==> config.mk <==
export PLATFORM = sky130hd
export DESIGN_NAME = fft4_twiddle_sched_flat
export DESIGN_NICKNAME = d
export VERILOG_FILES = /design/src/rtl/fft4_twiddle_sched_pkg.sv /design/src/rtl/fft4_twiddle_sched_if.sv /design/src/rtl/fft4_twiddle_sched_credit.sv /design/src/rtl/fft4_twiddle_sched.sv /design/src/flat_wrapper.sv
export SDC_FILE = /design/constraint.sdc
export NUM_CORES = 1
export LEC_CHECK = 0
export ABC_CLOCK_PERIOD_IN_PS = 7200
export BUFFER_PORTS_ARGS = -buffer_cell sky130_fd_sc_hd__buf_2
export CAP_MARGIN = 20
export CORE_ASPECT_RATIO = 0.75
export CORE_MARGIN = 2
export CORE_UTILIZATION = 60
export CTS_CLUSTER_DIAMETER = 60
export DETAILED_ROUTE_END_ITERATION = 12
export MAX_ROUTING_LAYER = met4
export PLACE_DENSITY = 0.84
export SLEW_MARGIN = 5
export SYNTH_ARGS = -nofsm -noshare
export SYNTH_HDL_FRONTEND = slang
export SYNTH_SLANG_ARGS = --single-unit
==> constraint.sdc <==
create_clock -name clk -period 7.2 [get_ports clk]
set_input_delay 1.44 -clock clk [delete_from_list [all_inputs] [get_ports clk]]
set_output_delay 1.44 -clock clk [all_outputs]
set_load 0.05 [all_outputs]
==> src/rtl/fft4_twiddle_sched_pkg.sv <==
// Shared types and defaults for the FFT4 twiddle-multiply pass scheduler.
package fft4_sched_pkg;

   localparam int LABEL_WIDTH_DEF = 11;
   localparam int PIPE_LAT_DEF    = 6;
   localparam int CREDITS_DEF     = 8;
   localparam int INFL_WIDTH_DEF  = 4;

   typedef enum logic [1:0] {
      IDLE  = 2'd0,
      ISSUE = 2'd1,
      DRAIN = 2'd2,
      FLUSH = 2'd3
   } sched_state_t;

endpackage

==> src/rtl/fft4_twiddle_sched_if.sv <==
// Source-buffer, datapath and result-FIFO credit signals of the scheduler.
interface fft4_twiddle_sched_if
   import fft4_sched_pkg::*;
#(
   parameter int LABEL_WIDTH = LABEL_WIDTH_DEF
);
   logic                   src_valid;
   logic                   src_ack;
   logic                   dp_valid;
   logic [LABEL_WIDTH-1:0] dp_lable;
   logic                   dp_ready;
   logic [LABEL_WIDTH-1:0] dp_index;
   logic                   credit_ret;

   modport master (
      input  src_valid,
      output src_ack,
      output dp_valid,
      output dp_lable,
      input  dp_ready,
      input  dp_index,
      input  credit_ret
   );

   modport slave (
      output src_valid,
      input  src_ack,
      input  dp_valid,
      input  dp_lable,
      output dp_ready,
      output dp_index,
      output credit_ret
   );
endinterface

==> src/rtl/fft4_twiddle_sched_credit.sv <==
// Saturating up/down counter with reload to INIT and an overflow strobe.
module fft4_sched_credit #(
   parameter int WIDTH = 4,
   parameter int INIT  = 0,
   parameter int MAX   = 15
) (
   input  logic             clk,
   input  logic             rst,
   input  logic             load,
   input  logic             inc,
   input  logic             dec,
   output logic [WIDTH-1:0] count,
   output logic             overflow
);
   localparam logic [WIDTH-1:0] INIT_V = WIDTH'(INIT);
   localparam logic [WIDTH-1:0] MAX_V  = WIDTH'(MAX);

   logic [WIDTH-1:0] count_reg;
   logic [WIDTH-1:0] count_next;

   // Simultaneous inc and dec cancel; an inc at MAX holds and flags overflow.
   always_comb begin
      count_next = count_reg;
      overflow   = 1'b0;
      if (load) begin
         count_next = INIT_V;
      end else if (inc && !dec) begin
         if (count_reg == MAX_V) begin
            overflow = 1'b1;
         end else begin
            count_next = count_reg + 1'b1;
         end
      end else if (dec && !inc && (count_reg != '0)) begin
         count_next = count_reg - 1'b1;
      end
   end

   always_ff @(posedge clk or posedge rst) begin
      if (rst) begin
         count_reg <= INIT_V;
      end else begin
         count_reg <= count_next;
      end
   end

   assign count = count_reg;

endmodule

==> src/rtl/fft4_twiddle_sched.sv <==
// Issues labelled 4-sample groups into the fixed-latency FFT4 twiddle stage.
// Define FFT4_SCHED_ORDER_CHECK_EN to check dp_index order against issue order.
module fft4_twiddle_sched
   import fft4_sched_pkg::*;
#(
   parameter int LABEL_WIDTH = LABEL_WIDTH_DEF,
   parameter int PIPE_LAT    = PIPE_LAT_DEF,
   parameter int CREDITS     = CREDITS_DEF,
   parameter int INFL_WIDTH  = INFL_WIDTH_DEF
) (
   input  logic                   clk,
   input  logic                   rst,
   input  logic                   start,
   input  logic                   abort,
   input  logic [LABEL_WIDTH-1:0] cfg_last,
   fft4_twiddle_sched_if.master   bus,
   output logic                   busy,
   output logic                   done,
   output logic                   err
);
   localparam logic [INFL_WIDTH-1:0] FLUSH_INIT = INFL_WIDTH'(PIPE_LAT + 1);

   sched_state_t           state_reg, state_next;
   logic [LABEL_WIDTH-1:0] label_reg, label_next;
   logic [LABEL_WIDTH-1:0] last_reg, last_next;
   logic [INFL_WIDTH-1:0]  flush_cnt_reg, flush_cnt_next;
   logic                   dp_valid_reg;
   logic [LABEL_WIDTH-1:0] dp_lable_reg;
   logic                   done_reg, done_next;
   logic                   err_reg, err_next;

   logic                   issue;
   logic                   start_ok;
   logic                   err_clr;
   logic                   ready_counted;
   logic                   drained;
   logic                   flush_end;
   logic                   order_err;
   logic [INFL_WIDTH-1:0]  credits;
   logic [INFL_WIDTH-1:0]  in_flight;
   logic                   credit_ovf;
   logic                   infl_ovf;

   // Results still emerging during FLUSH belong to the aborted pass.
   assign ready_counted = bus.dp_ready && (state_reg != FLUSH);
   assign drained       = (in_flight == '0) ||
                          ((in_flight == INFL_WIDTH'(1)) && ready_counted);
   assign start_ok      = (state_reg == IDLE) && start;

   always_comb begin
      state_next     = state_reg;
      label_next     = label_reg;
      last_next      = last_reg;
      flush_cnt_next = flush_cnt_reg;
      done_next      = 1'b0;
      issue          = 1'b0;
      err_clr        = 1'b0;
      flush_end      = 1'b0;
      case (state_reg)
         IDLE: begin
            if (start) begin
               last_next  = cfg_last;
               label_next = '0;
               err_clr    = 1'b1;
               state_next = ISSUE;
            end
         end
         ISSUE: begin
            if (abort) begin
               flush_cnt_next = FLUSH_INIT;
               state_next     = FLUSH;
            end else if (bus.src_valid && (credits != '0)) begin
               issue      = 1'b1;
               label_next = label_reg + 1'b1;
               if (label_reg == last_reg) begin
                  state_next = DRAIN;
               end
            end
         end
         DRAIN: begin
            if (abort) begin
               flush_cnt_next = FLUSH_INIT;
               state_next     = FLUSH;
            end else if (drained) begin
               done_next  = 1'b1;
               state_next = IDLE;
            end
         end
         FLUSH: begin
            // Last FLUSH cycle is the one where the counter steps down to zero.
            if (flush_cnt_reg <= INFL_WIDTH'(1)) begin
               flush_cnt_next = '0;
               flush_end      = 1'b1;
               state_next     = IDLE;
            end else begin
               flush_cnt_next = flush_cnt_reg - 1'b1;
            end
         end
         default: begin
            state_next = IDLE;
         end
      endcase
   end

`ifdef FFT4_SCHED_ORDER_CHECK_EN
   logic [LABEL_WIDTH-1:0] exp_idx_reg;

   always_ff @(posedge clk or posedge rst) begin
      if (rst) begin
         exp_idx_reg <= '0;
      end else if (start_ok) begin
         exp_idx_reg <= '0;
      end else if (ready_counted) begin
         exp_idx_reg <= exp_idx_reg + 1'b1;
      end
   end

   assign order_err = ready_counted && (bus.dp_index != exp_idx_reg);
`else
   assign order_err = 1'b0;
`endif

   always_comb begin
      err_next = (err_reg && !err_clr) ||
                 (ready_counted && (in_flight == '0)) ||
                 credit_ovf || infl_ovf || order_err;
   end

   fft4_sched_credit #(
      .WIDTH (INFL_WIDTH),
      .INIT  (CREDITS),
      .MAX   (CREDITS)
   ) u_credits (
      .clk      (clk),
      .rst      (rst),
      .load     (flush_end),
      .inc      (bus.credit_ret),
      .dec      (issue),
      .count    (credits),
      .overflow (credit_ovf)
   );

   fft4_sched_credit #(
      .WIDTH (INFL_WIDTH),
      .INIT  (0),
      .MAX   ((1 << INFL_WIDTH) - 1)
   ) u_in_flight (
      .clk      (clk),
      .rst      (rst),
      .load     (flush_end),
      .inc      (issue),
      .dec      (ready_counted),
      .count    (in_flight),
      .overflow (infl_ovf)
   );

   always_ff @(posedge clk or posedge rst) begin
      if (rst) begin
         state_reg     <= IDLE;
         label_reg     <= '0;
         last_reg      <= '0;
         flush_cnt_reg <= '0;
         dp_valid_reg  <= 1'b0;
         dp_lable_reg  <= '0;
         done_reg      <= 1'b0;
         err_reg       <= 1'b0;
      end else begin
         state_reg     <= state_next;
         label_reg     <= label_next;
         last_reg      <= last_next;
         flush_cnt_reg <= flush_cnt_next;
         dp_valid_reg  <= issue;
         if (issue) begin
            dp_lable_reg <= label_reg;
         end
         done_reg      <= done_next;
         err_reg       <= err_next;
      end
   end

   assign bus.src_ack  = issue;
   assign bus.dp_valid = dp_valid_reg;
   assign bus.dp_lable = dp_lable_reg;
   assign busy         = (state_reg != IDLE);
   assign done         = done_reg;
   assign err          = err_reg;

endmodule

==> src/flat_wrapper.sv <==
// flat-port wrapper written by rule: the top's interface ports become plain ports
module fft4_twiddle_sched_flat import fft4_sched_pkg::*;
#(
   parameter int LABEL_WIDTH = LABEL_WIDTH_DEF,
   parameter int PIPE_LAT    = PIPE_LAT_DEF,
   parameter int CREDITS     = CREDITS_DEF,
   parameter int INFL_WIDTH  = INFL_WIDTH_DEF
)
  (clk, rst, start, abort, cfg_last, busy, done, err, bus_src_valid, bus_src_ack, bus_dp_valid, bus_dp_lable, bus_dp_ready, bus_dp_index, bus_credit_ret);
  fft4_twiddle_sched_if #(.LABEL_WIDTH(LABEL_WIDTH)) bus_i ();
  input  logic clk;
  input  logic rst;
  input  logic start;
  input  logic abort;
  input  logic [LABEL_WIDTH-1:0] cfg_last;
  output logic busy;
  output logic done;
  output logic err;
  input wire logic [$bits(bus_i.src_valid)-1:0] bus_src_valid;
  output wire logic [$bits(bus_i.src_ack)-1:0] bus_src_ack;
  output wire logic [$bits(bus_i.dp_valid)-1:0] bus_dp_valid;
  output wire logic [$bits(bus_i.dp_lable)-1:0] bus_dp_lable;
  input wire logic [$bits(bus_i.dp_ready)-1:0] bus_dp_ready;
  input wire logic [$bits(bus_i.dp_index)-1:0] bus_dp_index;
  input wire logic [$bits(bus_i.credit_ret)-1:0] bus_credit_ret;
  assign bus_i.src_valid = bus_src_valid;
  assign bus_src_ack = bus_i.src_ack;
  assign bus_dp_valid = bus_i.dp_valid;
  assign bus_dp_lable = bus_i.dp_lable;
  assign bus_i.dp_ready = bus_dp_ready;
  assign bus_i.dp_index = bus_dp_index;
  assign bus_i.credit_ret = bus_credit_ret;
  fft4_twiddle_sched #(.LABEL_WIDTH(LABEL_WIDTH), .PIPE_LAT(PIPE_LAT), .CREDITS(CREDITS), .INFL_WIDTH(INFL_WIDTH)) u_core (.clk(clk), .rst(rst), .start(start), .abort(abort), .cfg_last(cfg_last), .bus(bus_i), .busy(busy), .done(done), .err(err));
endmodule
==> results of run 1 <==
## worst paths after layout
path / startpoint / to / cells past startpoint
max: abort / bus_src_ack / 5
min: u_core.bus.dp_lable[5]$_DFFE_PP0P_ / u_core.bus.dp_lable[5]$_DFFE_PP0P_ / 2
max reg2reg: u_core.state_reg[1]$_DFFE_PP0P_ / u_core.u_credits.count[3]$_DFFE_PP1P_ / 11
min reg2reg: u_core.bus.dp_lable[5]$_DFFE_PP0P_ / u_core.bus.dp_lable[5]$_DFFE_PP0P_ / 2
max in group asynchronous: rst / u_core.last_reg[0]$_DFFE_PP0P_ / 3
min in group asynchronous: rst / u_core.u_credits.count[0]$_DFFE_PP0P_ / 2
## metrics by stage
step	hold WS (ns)	setup WS, ns	power [uW]	util (%)
after CTS	0.482	2.88	1280	69.1
after global placement	0.454	2.92	1050	66.7
after detailed placement	0.459	2.88	1080	66.7
final	0.476	2.89	1280	69.6
after floorplan	0.473	3.28	954	-
after global routing	0.519	2.79	1370	69.6
## cells in the final DEF (no fill, tap or decap), drive strengths merged, types with 3 or more instances in the layout
cell type | Yosys | layout
dfrtp | 49 | 49
nand2 | 49 | 49
buf | 6 | 34
inv | 18 | 18
nor2 | 17 | 17
xnor2 | 15 | 15
nand3 | 13 | 13
ha | 12 | 12
mux2 | 12 | 12
o21ai | 12 | 12
nand4 | 9 | 9
a21oi | 8 | 8
xor2 | 6 | 6
clkbuf | 4 | 5
nand2b | 4 | 4
a31oi | 4 | 4
o211ai | 4 | 4
mux2i | 3 | 3
nor3 | 3 | 3
## power by group through the flow
stage	registers [uW]	logic, uW	clock network, uW
2_1_floorplan	509	444	0
3_3_place_gp	478	568	0
3_5_place_dp	485	595	0
4_1_cts	481	600	198
5_1_grt	495	670	210
6_report	483	602	197
## cells in the mapped netlist, types with 2 or more instances
cell type  instances  area, um2
xnor2_1           15        131
mux2i_1            3       30.0
o211ai_1           2       15.0
xor2_1             6       52.6
buf_2              3       15.0
or3_1              2       12.5
dfrtp_1           49       1230
o211ai_2           2       25.0
ha_1              12        150
o21a_1             2       15.0
nor2b_1            2       12.5
a21o_1             2       15.0
a21oi_1            8       40.0
inv_1             17       63.8
nand2b_1           4       25.0
mux2_2            11        124
o221ai_1           2       17.5
nor4b_1            2       17.5
o2bb2ai_1          2       17.5
a31oi_1            4       25.0
nor3_1             2       10.0
nand3_1           13       65.1
clkbuf_1           4       15.0
o21ai_0            8       40.0
and3_1             2       12.5
a22o_1             2       17.5
nand2_1           48        180
nand4_1            9       56.3
nor2_1            17       63.8
o21ai_1            4       20.0
## per-layer routing
metal / up-vias / wire length [um]
met3: 11 / 352
li1: 1067 / -
met4: 0 / 68
met1: 1040 / 2750
met2: 80 / 2630
met5: - / 0
## final cells by class
type	count	share of cell area [%]
repair buffers	34	5.96
well taps	57	2.29
multi-input cells	210	45.8
clock inverters	3	1.29
clock buffers	5	2.21
inverters	18	2.17
flip-flops and latches	50	40.3
## kinds of logic (layout without fill, tap and decap cells)
family | after synthesis | count (layout) | synth area share [%]
DFF | 50 | 50 | 44.8
muxes | 15 | 15 | 5.91
adders and majority gates | 12 | 12 | 5.37
xor gates and xnor gates | 21 | 21 | 6.58
and+or+nand+nor | 113 | 113 | 20.7
AOI/OAI and AO/OA | 49 | 49 | 12.4
buffers and inverters | 28 | 60 | 4.30
## worst min-delay path, stage by stage, from the launching register on
cell     delay, ns
dfrtp_1       0.35
nand2_1       0.05
nand2_1       0.05
==> flow_summary.toml, run 1 <==
[detailed_routing]
routed_wirelength_um = 5800
first_pass_iters = 4
viasPerCell = 5.83
num_vias = 2198
routedWlPerCell_um = 15.4
drtAntennaViolNets = 0
dr.first_iter.drc_count = 174
remaining_drc_errors = 0

[die]
die_x_um = 82.8
core-area_um2 = 4470
ios = 45
initial_core_util_pct = 62.6
die_h_um = 63.1
die-area_um2 = 5230
rows = 21

[timing]
maxSlewViolCount = 0
hold_viol = 0
fin_crit_ns = 4.31
setup_viol = 0
relSlewSlack_pct = 45.2
fmax_ghz = 0.232
setup-tns-final_ns = 0
rsz0062_at_grt = "false"
period_share_pct = 59.9
tightestPinTransition_ns = 0.816
skew_ns = 0.00956

[cells_and_area]
final_cell_count_no_fill = 377
syn_to_final_growth_pct = 11.2
antenna_cells = 0
n_fill_cell = 340
drive_gt1_share_pct = 20.3
ff_latch_area_um2 = 1250
final_nets = 360
final_area_um2 = 3110
multi_input_area_um2 = 1420

[global_routing]
grt_util_met2_pct = 36.1
grt.met3_usage_pct = 4.85
grt_max_degree = 51
grt_use_met1_pct = 34.0
top_usage_layer = "met2"
antenna_found_initial = 0
grt_pass1_wl_um = 10100
grt_pass1_vias = 2180
grt-ovfl-total = 0
grt_usage_pct = 24.3

[placement]
gp_congestion = 0.848
placed_area_um2 = 2980
dp_cells = 368
dp_hpwl_um = 4190
port_buffers = 33

[outcome]
status = "complete, no violations"

[power]
p_leak_uw = 0.00151
switching_share_pct = 43.1
p_switching_uw = 553
p_seq_share_pct = 37.7
power.density_nw_per_um2 = 412
comb_power_share_pct = 46.9
p_clk_share_pct = 15.4
intPower_uw = 729
vdd_ir_drop_max_uv = 256

[worst_setup_path]
startpoint_type = "input port"
r2r_slack_ns = 4.41
critical_path_class = "in2out"
cp_slowest_stage_delay_ns = 0.49
cp_top_family = "simple AND/OR/NAND/NOR gates"
end_kind = "output pin"
cp_data_required_time_ns = 5.76
critPathMaxFanout = 21
cpMostUsedCell = "buf_2"
arrival_ns = 2.87
critPathBufInv = 3
path_cells = "buf_2, nand3b_4, or2_2, inv_2, buf_2"
worst_path_max_delay_cell = "or2_2"

[yosys]
avgSynthCellArea_um2 = 9.71
synth_nets = 329
async_flop_share_pct = 100
syn-cell-area_um2 = 2800
synth_edf_count = 0
ys_seq_area_share_pct = 44.8
synthCells = 288
yosysWarnings = 0
synthFlopType = "dfrtp_1"
synth_seq_cells = 50
yosys.cell_types.count = 59

[clock_tree]
ctsHtreeMaxLevel = 2
cts_hold_buffers = 0
cts_sinks = 50
insertion_delay_ns = 0.30
cts_setup_buffers = 0
cts_tree = "built"
clk_path_buf_depth = 2
ctsResizeCount = 0
cts_root_buf = "clkbuf_8"
cts_made_buffers = 5
clk_pin_slew_worst_paths_ns = 0.09

[hold_path]
hp-class = "reg2reg"

[flow_run]
cap_viol_max_count = 0
(Power assumes the default switching activity.)
==> inputs of run 2 (changes only) <==
--- a/config.mk
+++ b/config.mk
@@ -5,16 +5,17 @@
 export SDC_FILE = /design/constraint.sdc
 export NUM_CORES = 1
 export LEC_CHECK = 0
-export ABC_CLOCK_PERIOD_IN_PS = 7200
+export ABC_AREA = 1
+export ABC_CLOCK_PERIOD_IN_PS = 4500
 export BUFFER_PORTS_ARGS = -buffer_cell sky130_fd_sc_hd__buf_2
 export CAP_MARGIN = 20
 export CORE_ASPECT_RATIO = 0.75
 export CORE_MARGIN = 2
-export CORE_UTILIZATION = 60
+export CORE_UTILIZATION = 56
 export CTS_CLUSTER_DIAMETER = 60
 export DETAILED_ROUTE_END_ITERATION = 12
 export MAX_ROUTING_LAYER = met4
-export PLACE_DENSITY = 0.84
+export PLACE_DENSITY = 0.79
 export SLEW_MARGIN = 5
 export SYNTH_ARGS = -nofsm -noshare
 export SYNTH_HDL_FRONTEND = slang
==> constraint.sdc (replaced) <==
create_clock -name clk -period 4.5 [get_ports clk]
set_input_delay 0.9 -clock clk [delete_from_list [all_inputs] [get_ports clk]]
set_output_delay 0.9 -clock clk [all_outputs]
set_load 0.05 [all_outputs]
==> flow_summary.toml, run 2 <==
[outcome]
status = "complete, no violations"

[power]
vdd_ir_drop_max_uv = 304
power.density_nw_per_um2 = 640
p_leak_uw = 0.00158

[timing]
fmax_ghz = 0.327
period_share_pct = 67.9
fin_crit_ns = 3.06
hold_viol = 0
skew_ns = 0.00524
rsz0062_at_grt = "false"
setup-tns-final_ns = 0
relSlewSlack_pct = 64.0
tightestPinTransition_ns = 0.538
setup_viol = 0
maxSlewViolCount = 0

[die]
ios = 45
die_h_um = 65.5
initial_core_util_pct = 57.9
rows = 22
die_x_um = 85.9
core-area_um2 = 4870
die-area_um2 = 5630

[detailed_routing]
routedWlPerCell_um = 13.0
num_vias = 2380
remaining_drc_errors = 0
drtAntennaViolNets = 0
first_pass_iters = 4
viasPerCell = 5.34
routed_wirelength_um = 5800
dr.first_iter.drc_count = 131

[worst_setup_path]
worstSetupEndpoint = "bus_src_ack"
startpoint_type = "flip-flop"
rr_endpoint = "u_core.u_credits.count[2]$_DFFE_PP0P_"
r2r_slack_ns = 2.02
r2r-start = "u_core.state_reg[1]$_DFFE_PP0P_"
cp_data_required_time_ns = 3.60
r2r_cells = 14
critical_path.startpoint = "u_core.state_reg[1]$_DFFE_PP0P_"
end_kind = "output pin"
arrival_ns = 2.16
critical_path_class = "reg2out"
critPathMaxFanout = 28

[clock_tree]
cts_sinks = 50
cts_root_buf = "clkbuf_8"
cts_hold_buffers = 0
ctsResizeCount = 0
ctsHtreeMaxLevel = 2
cts_made_buffers = 5
insertion_delay_ns = 0.31
cts_tree = "built"
clk_pin_slew_worst_paths_ns = 0.09
cts_setup_buffers = 0
clk_path_buf_depth = 2

[yosys]
synthTopCellsByCount = "nand2_1 (103), dfrtp_1 (49), inv_1 (42)"
yosysMostFrequentCell = "nand2_1"
synth_edf_count = 0
ys_seq_area_share_pct = 44.4
yosysWarnings = 0
synth_seq_cells = 50
synthCells = 351
yosys.cell_types.count = 36
synthFlopType = "dfrtp_1"
synth_top_area_share_pct = 43.5
async_flop_share_pct = 100
syn-cell-area_um2 = 2820
synthTopCellsByArea = "dfrtp_1 (43%), nand2_1 (14%), inv_1 (5.6%)"
avgSynthCellArea_um2 = 8.03
synth_top_area_cell = "dfrtp_1"
synth_nets = 392

[global_routing]
antenna_found_initial = 0
grt_pass1_vias = 2258
grt-ovfl-total = 0
grt_pass1_wl_um = 9850
grt_max_degree = 51
grt_usage_pct = 23.0

[placement]
placed_area_um2 = 3020
port_buffers = 33
gp_congestion = 0.871
dp_hpwl_um = 4190

[flow_run]
cap_viol_max_count = 0

[cells_and_area]
final_cell_mix = "nand2_1 (103), dfrtp_1 (49), inv_1 (41)"
syn_to_final_growth_pct = 11.8
drive_gt1_share_pct = 16.1
mostFrequentLayoutCell = "nand2_1"
final_area_um2 = 3150
antenna_cells = 0
final_nets = 426

[hold_path]
hp-class = "reg2reg"
==> run 2: cell types whose count changed after synthesis, moves of 3 or more <==
cell      previous run  this run
nand2_1             48       103
inv_1               17        42
o21ai_0              8        29
mux2_2              11         0
nand3_1             13        18
nand2b_1             4         0
inv_2                1         4
mux2i_1              3         0
nor2_2               0         3
nor4_1               0         3
xor2_1               6         3
==> run 2: kinds of logic (layout without fill, tap and decap cells) <==
logic type | count (synthesis) | count (layout) | share of synthesized area (%)
DFF | 50 | 50 | 44.4
xor gates and xnor gates | 17 | 17 | 5.28
adders and majority gates | 12 | 12 | 5.32
buffers and inverters | 53 | 88 | 7.41
AOI/OAI and AO/OA | 52 | 52 | 9.94
and+or+nand+nor | 167 | 167 | 27.6
==> run 2: layout make-up <==
cell class,count,area [um2]
clock buffer,6,72.6
multi-input combinational,248,1360
clock inverter,2,37.5
inverter,46,173
tap,60,75.1
fill,416,1720
timing repair buffer,34,185
sequential,50,1250
==> run 2: worst min path at each step <==
stage / startpoint / to / slack [ns] / cells past startpoint
after floorplan: u_core.last_reg[10]$_DFFE_PP0P_ / u_core.last_reg[10]$_DFFE_PP0P_ / 0.47 / 2
after global placement: u_core.bus.dp_lable[1]$_DFFE_PP0P_ / u_core.bus.dp_lable[1]$_DFFE_PP0P_ / 0.47 / 2
after detailed placement: u_core.bus.dp_lable[1]$_DFFE_PP0P_ / u_core.bus.dp_lable[1]$_DFFE_PP0P_ / 0.47 / 2
after CTS: u_core.bus.dp_lable[1]$_DFFE_PP0P_ / u_core.bus.dp_lable[1]$_DFFE_PP0P_ / 0.49 / 2
after global routing: rst / u_core.bus.dp_lable[10]$_DFFE_PP0P_ / 0.50 / 2
final: u_core.bus.dp_lable[1]$_DFFE_PP0P_ / u_core.bus.dp_lable[1]$_DFFE_PP0P_ / 0.49 / 2
==> run 2: per-layer routing <==
| metal | track usage (%) | wire length [um] | vias up |
|---|---|---|---|
| met1 | 29.5 | 2810 | 1125 |
| met5 | - | 0 | - |
| met3 | 3.89 | 185 | 14 |
| li1 | - | - | 1194 |
| met2 | 37.0 | 2690 | 47 |
| met4 | 8.93 | 121 | 0 |
==> run 2: power breakdown <==
| group | total, uW | internal (uW) | switching (uW) |
|---|---|---|---|
| clock network | 321 | 166 | 155 |
| registers | 747 | 604 | 144 |
| logic | 952 | 327 | 625 |
| total | 2020 | 1100 | 923 |
==> run 2: worst max-delay path, cell delays in order (launching register included) <==
cell     delay, ns
dfrtp_1       0.42
inv_1         0.13
ha_1          0.41
nand2_2       0.11
inv_2         0.09
nand3_4       0.26
inv_1         0.14
buf_2         0.27
==> run 2: metrics by stage <==
step	util (%)	setup WS, ns	std cells	power, uW	hold slack, ns
floorplan	-	1.88	351	1500	0.469
global placement	62.1	1.67	437	1660	0.470
detailed placement	62.1	1.67	437	1700	0.469
CTS	64.3	1.45	445	2020	0.491
global route	64.7	1.28	446	2200	0.498
finish	64.7	1.44	446	2020	0.488
==> inputs of run 3 (changes only) <==
--- a/config.mk
+++ b/config.mk
@@ -6,16 +6,16 @@
 export NUM_CORES = 1
 export LEC_CHECK = 0
 export ABC_AREA = 1
-export ABC_CLOCK_PERIOD_IN_PS = 4500
+export ABC_CLOCK_PERIOD_IN_PS = 2500
 export BUFFER_PORTS_ARGS = -buffer_cell sky130_fd_sc_hd__buf_2
 export CAP_MARGIN = 20
 export CORE_ASPECT_RATIO = 0.75
 export CORE_MARGIN = 2
-export CORE_UTILIZATION = 56
+export CORE_UTILIZATION = 51
 export CTS_CLUSTER_DIAMETER = 60
 export DETAILED_ROUTE_END_ITERATION = 12
 export MAX_ROUTING_LAYER = met4
-export PLACE_DENSITY = 0.79
+export PLACE_DENSITY = 0.76
 export SLEW_MARGIN = 5
 export SYNTH_ARGS = -nofsm -noshare
 export SYNTH_HDL_FRONTEND = slang
==> constraint.sdc (replaced) <==
create_clock -name clk -period 2.5 [get_ports clk]
set_input_delay 0.5 -clock clk [delete_from_list [all_inputs] [get_ports clk]]
set_output_delay 0.5 -clock clk [all_outputs]
set_load 0.05 [all_outputs]
==> flow_summary.toml, run 3 (same netlist as run 2, synthesis figures left out) <==
[timing]
hold_viol = 0
period_share_pct = 95.0
relSlewSlack_pct = 70.1
setup-tns-final_ns = 0
tightestPinTransition_ns = 0.445
rsz0062_at_grt = "false"
fmax_ghz = 0.421
hold_ws_ns = 0.123
skew_ns = 0.00741
maxSlewViolCount = 0
setup_viol = 0
fin_crit_ns = 2.38

[power]
power.density_nw_per_um2 = 1140
switching_share_pct = 45.4
vdd_ir_drop_max_uv = 403
comb_power_share_pct = 46.9
p_leak_uw = 0.00159
intPower_uw = 2000
p_clk_share_pct = 16.3
p_switching_uw = 1660
p_seq_share_pct = 36.8

[clock_tree]
cts_root_buf = "clkbuf_8"
insertion_delay_ns = 0.30
cts_hold_buffers = 0
ctsHtreeMaxLevel = 2
cts_made_buffers = 5
cts_tree = "built"
clk_path_buf_depth = 2
clk_pin_slew_worst_paths_ns = 0.10
cts_sinks = 50

[die]
die_x_um = 89.9
core-area_um2 = 5350
die_h_um = 68.4
rows = 23
initial_core_util_pct = 52.7
ios = 45
die-area_um2 = 6150

[global_routing]
grt_pass1_vias = 2263
grt_usage_pct = 20.6
antenna_found_initial = 0
grt-ovfl-total = 0
grt_pass1_wl_um = 9880
grt_max_degree = 39

[worst_setup_path]
arrival_ns = 1.88
startpoint_type = "flip-flop"
cp_data_required_time_ns = 2.00
critical_path_class = "reg2out"
r2r_cells = 14
critical_path.startpoint = "u_core.state_reg[1]$_DFFE_PP0P_"
r2r-start = "u_core.state_reg[1]$_DFFE_PP0P_"
rr_endpoint = "u_core.u_credits.count[2]$_DFFE_PP0P_"
r2r_slack_ns = 0.36
end_kind = "output pin"
critPathMaxFanout = 10

[placement]
port_buffers = 33
dp_hpwl_um = 4370
gp_congestion = 0.909

[cells_and_area]
mostFrequentLayoutCell = "nand2_1"
n_fill_cell = 497
syn_to_final_growth_pct = 13.4
antenna_cells = 0
multi_input_area_um2 = 1360
drive_gt1_share_pct = 17.0
final_nets = 428
ff_latch_area_um2 = 1250
final_cell_mix = "nand2_1 (103), dfrtp_1 (49), inv_1 (41)"

[detailed_routing]
viasPerCell = 5.07
dr.first_iter.drc_count = 89
routed_wirelength_um = 5790
routedWlPerCell_um = 12.5
num_vias = 2349
first_pass_iters = 4
drtAntennaViolNets = 0
remaining_drc_errors = 0

[flow_run]
cap_viol_max_count = 0

[hold_path]
hp-class = "in2async"

[outcome]
status = "complete, no violations"
run 3: power groups by stage:
| stage | combinational [uW] | sequential [uW] | clock (uW) |
|---|---|---|---|
| after CTS | 1720 | 1350 | 602 |
| after global placement | 1660 | 1350 | 0 |
| after floorplan | 1230 | 1480 | 0 |
| after detailed placement | 1710 | 1360 | 0 |
| after global routing | 1960 | 1380 | 633 |
| final | 1720 | 1350 | 595 |
run 3: layout make-up:
cell class                      instances  share of cell area, %
Sequential cell                        50                   39.2
Timing Repair Buffer                   36                   6.26
Tap cell                               75                   2.93
Clock inverter                          3                   1.53
Multi-Input combinational cell        248                   42.6
Clock buffer                            5                   2.15
Inverter                               46                   5.40
run 3: repair_timing:
item	4_1_cts	5_1_grt
setup buffers	0	0
resized for setup	0	1
setup endpoints to repair	0	1
run 3: stage by stage:
step           worst slack, ns  power (uW)  instances  utilization (%)  area (um2)
3_3_place_gp             0.370        3010        455             57.5        3080
6_report                 0.124        3660        463             59.7        3200
2_1_floorplan            0.455        2710        351                -        2820
4_1_cts                0.00582        3670        463             59.7        3200
3_5_place_dp             0.300        3070        455             57.5        3080
5_1_grt                 0.0297        3980        463             59.7        3200
run 3: metal layers:
layer	track usage [%]	routed length, um	up-vias
met5	-	0	-
met1	25.5	2880	1095
li1	-	-	1197
met2	36.2	2650	52
met3	4.07	230	5
met4	4.04	27	0
run 3: worst max path at each step:
| stage | slack (ns) | cells past startpoint | endpoint |
|---|---|---|---|
| final | 0.12 | 7 | bus_src_ack |
| after CTS | 0.006 | 7 | bus_src_ack |
| after global placement | 0.37 | 14 | u_core.u_credits.count[2]$_DFFE_PP0P_ |
| after detailed placement | 0.30 | 14 | u_core.u_credits.count[2]$_DFFE_PP0P_ |
| after floorplan | 0.46 | 8 | bus_src_ack |
| after global routing | 0.03 | 7 | bus_src_ack |
run 3: worst max-delay path, stage by stage (launching register included):
cell	delay (ns)
dfrtp_1	0.42
inv_1	0.12
ha_2	0.32
nand2_2	0.08
inv_2	0.07
nand3_4	0.15
inv_1	0.13
buf_2	0.27
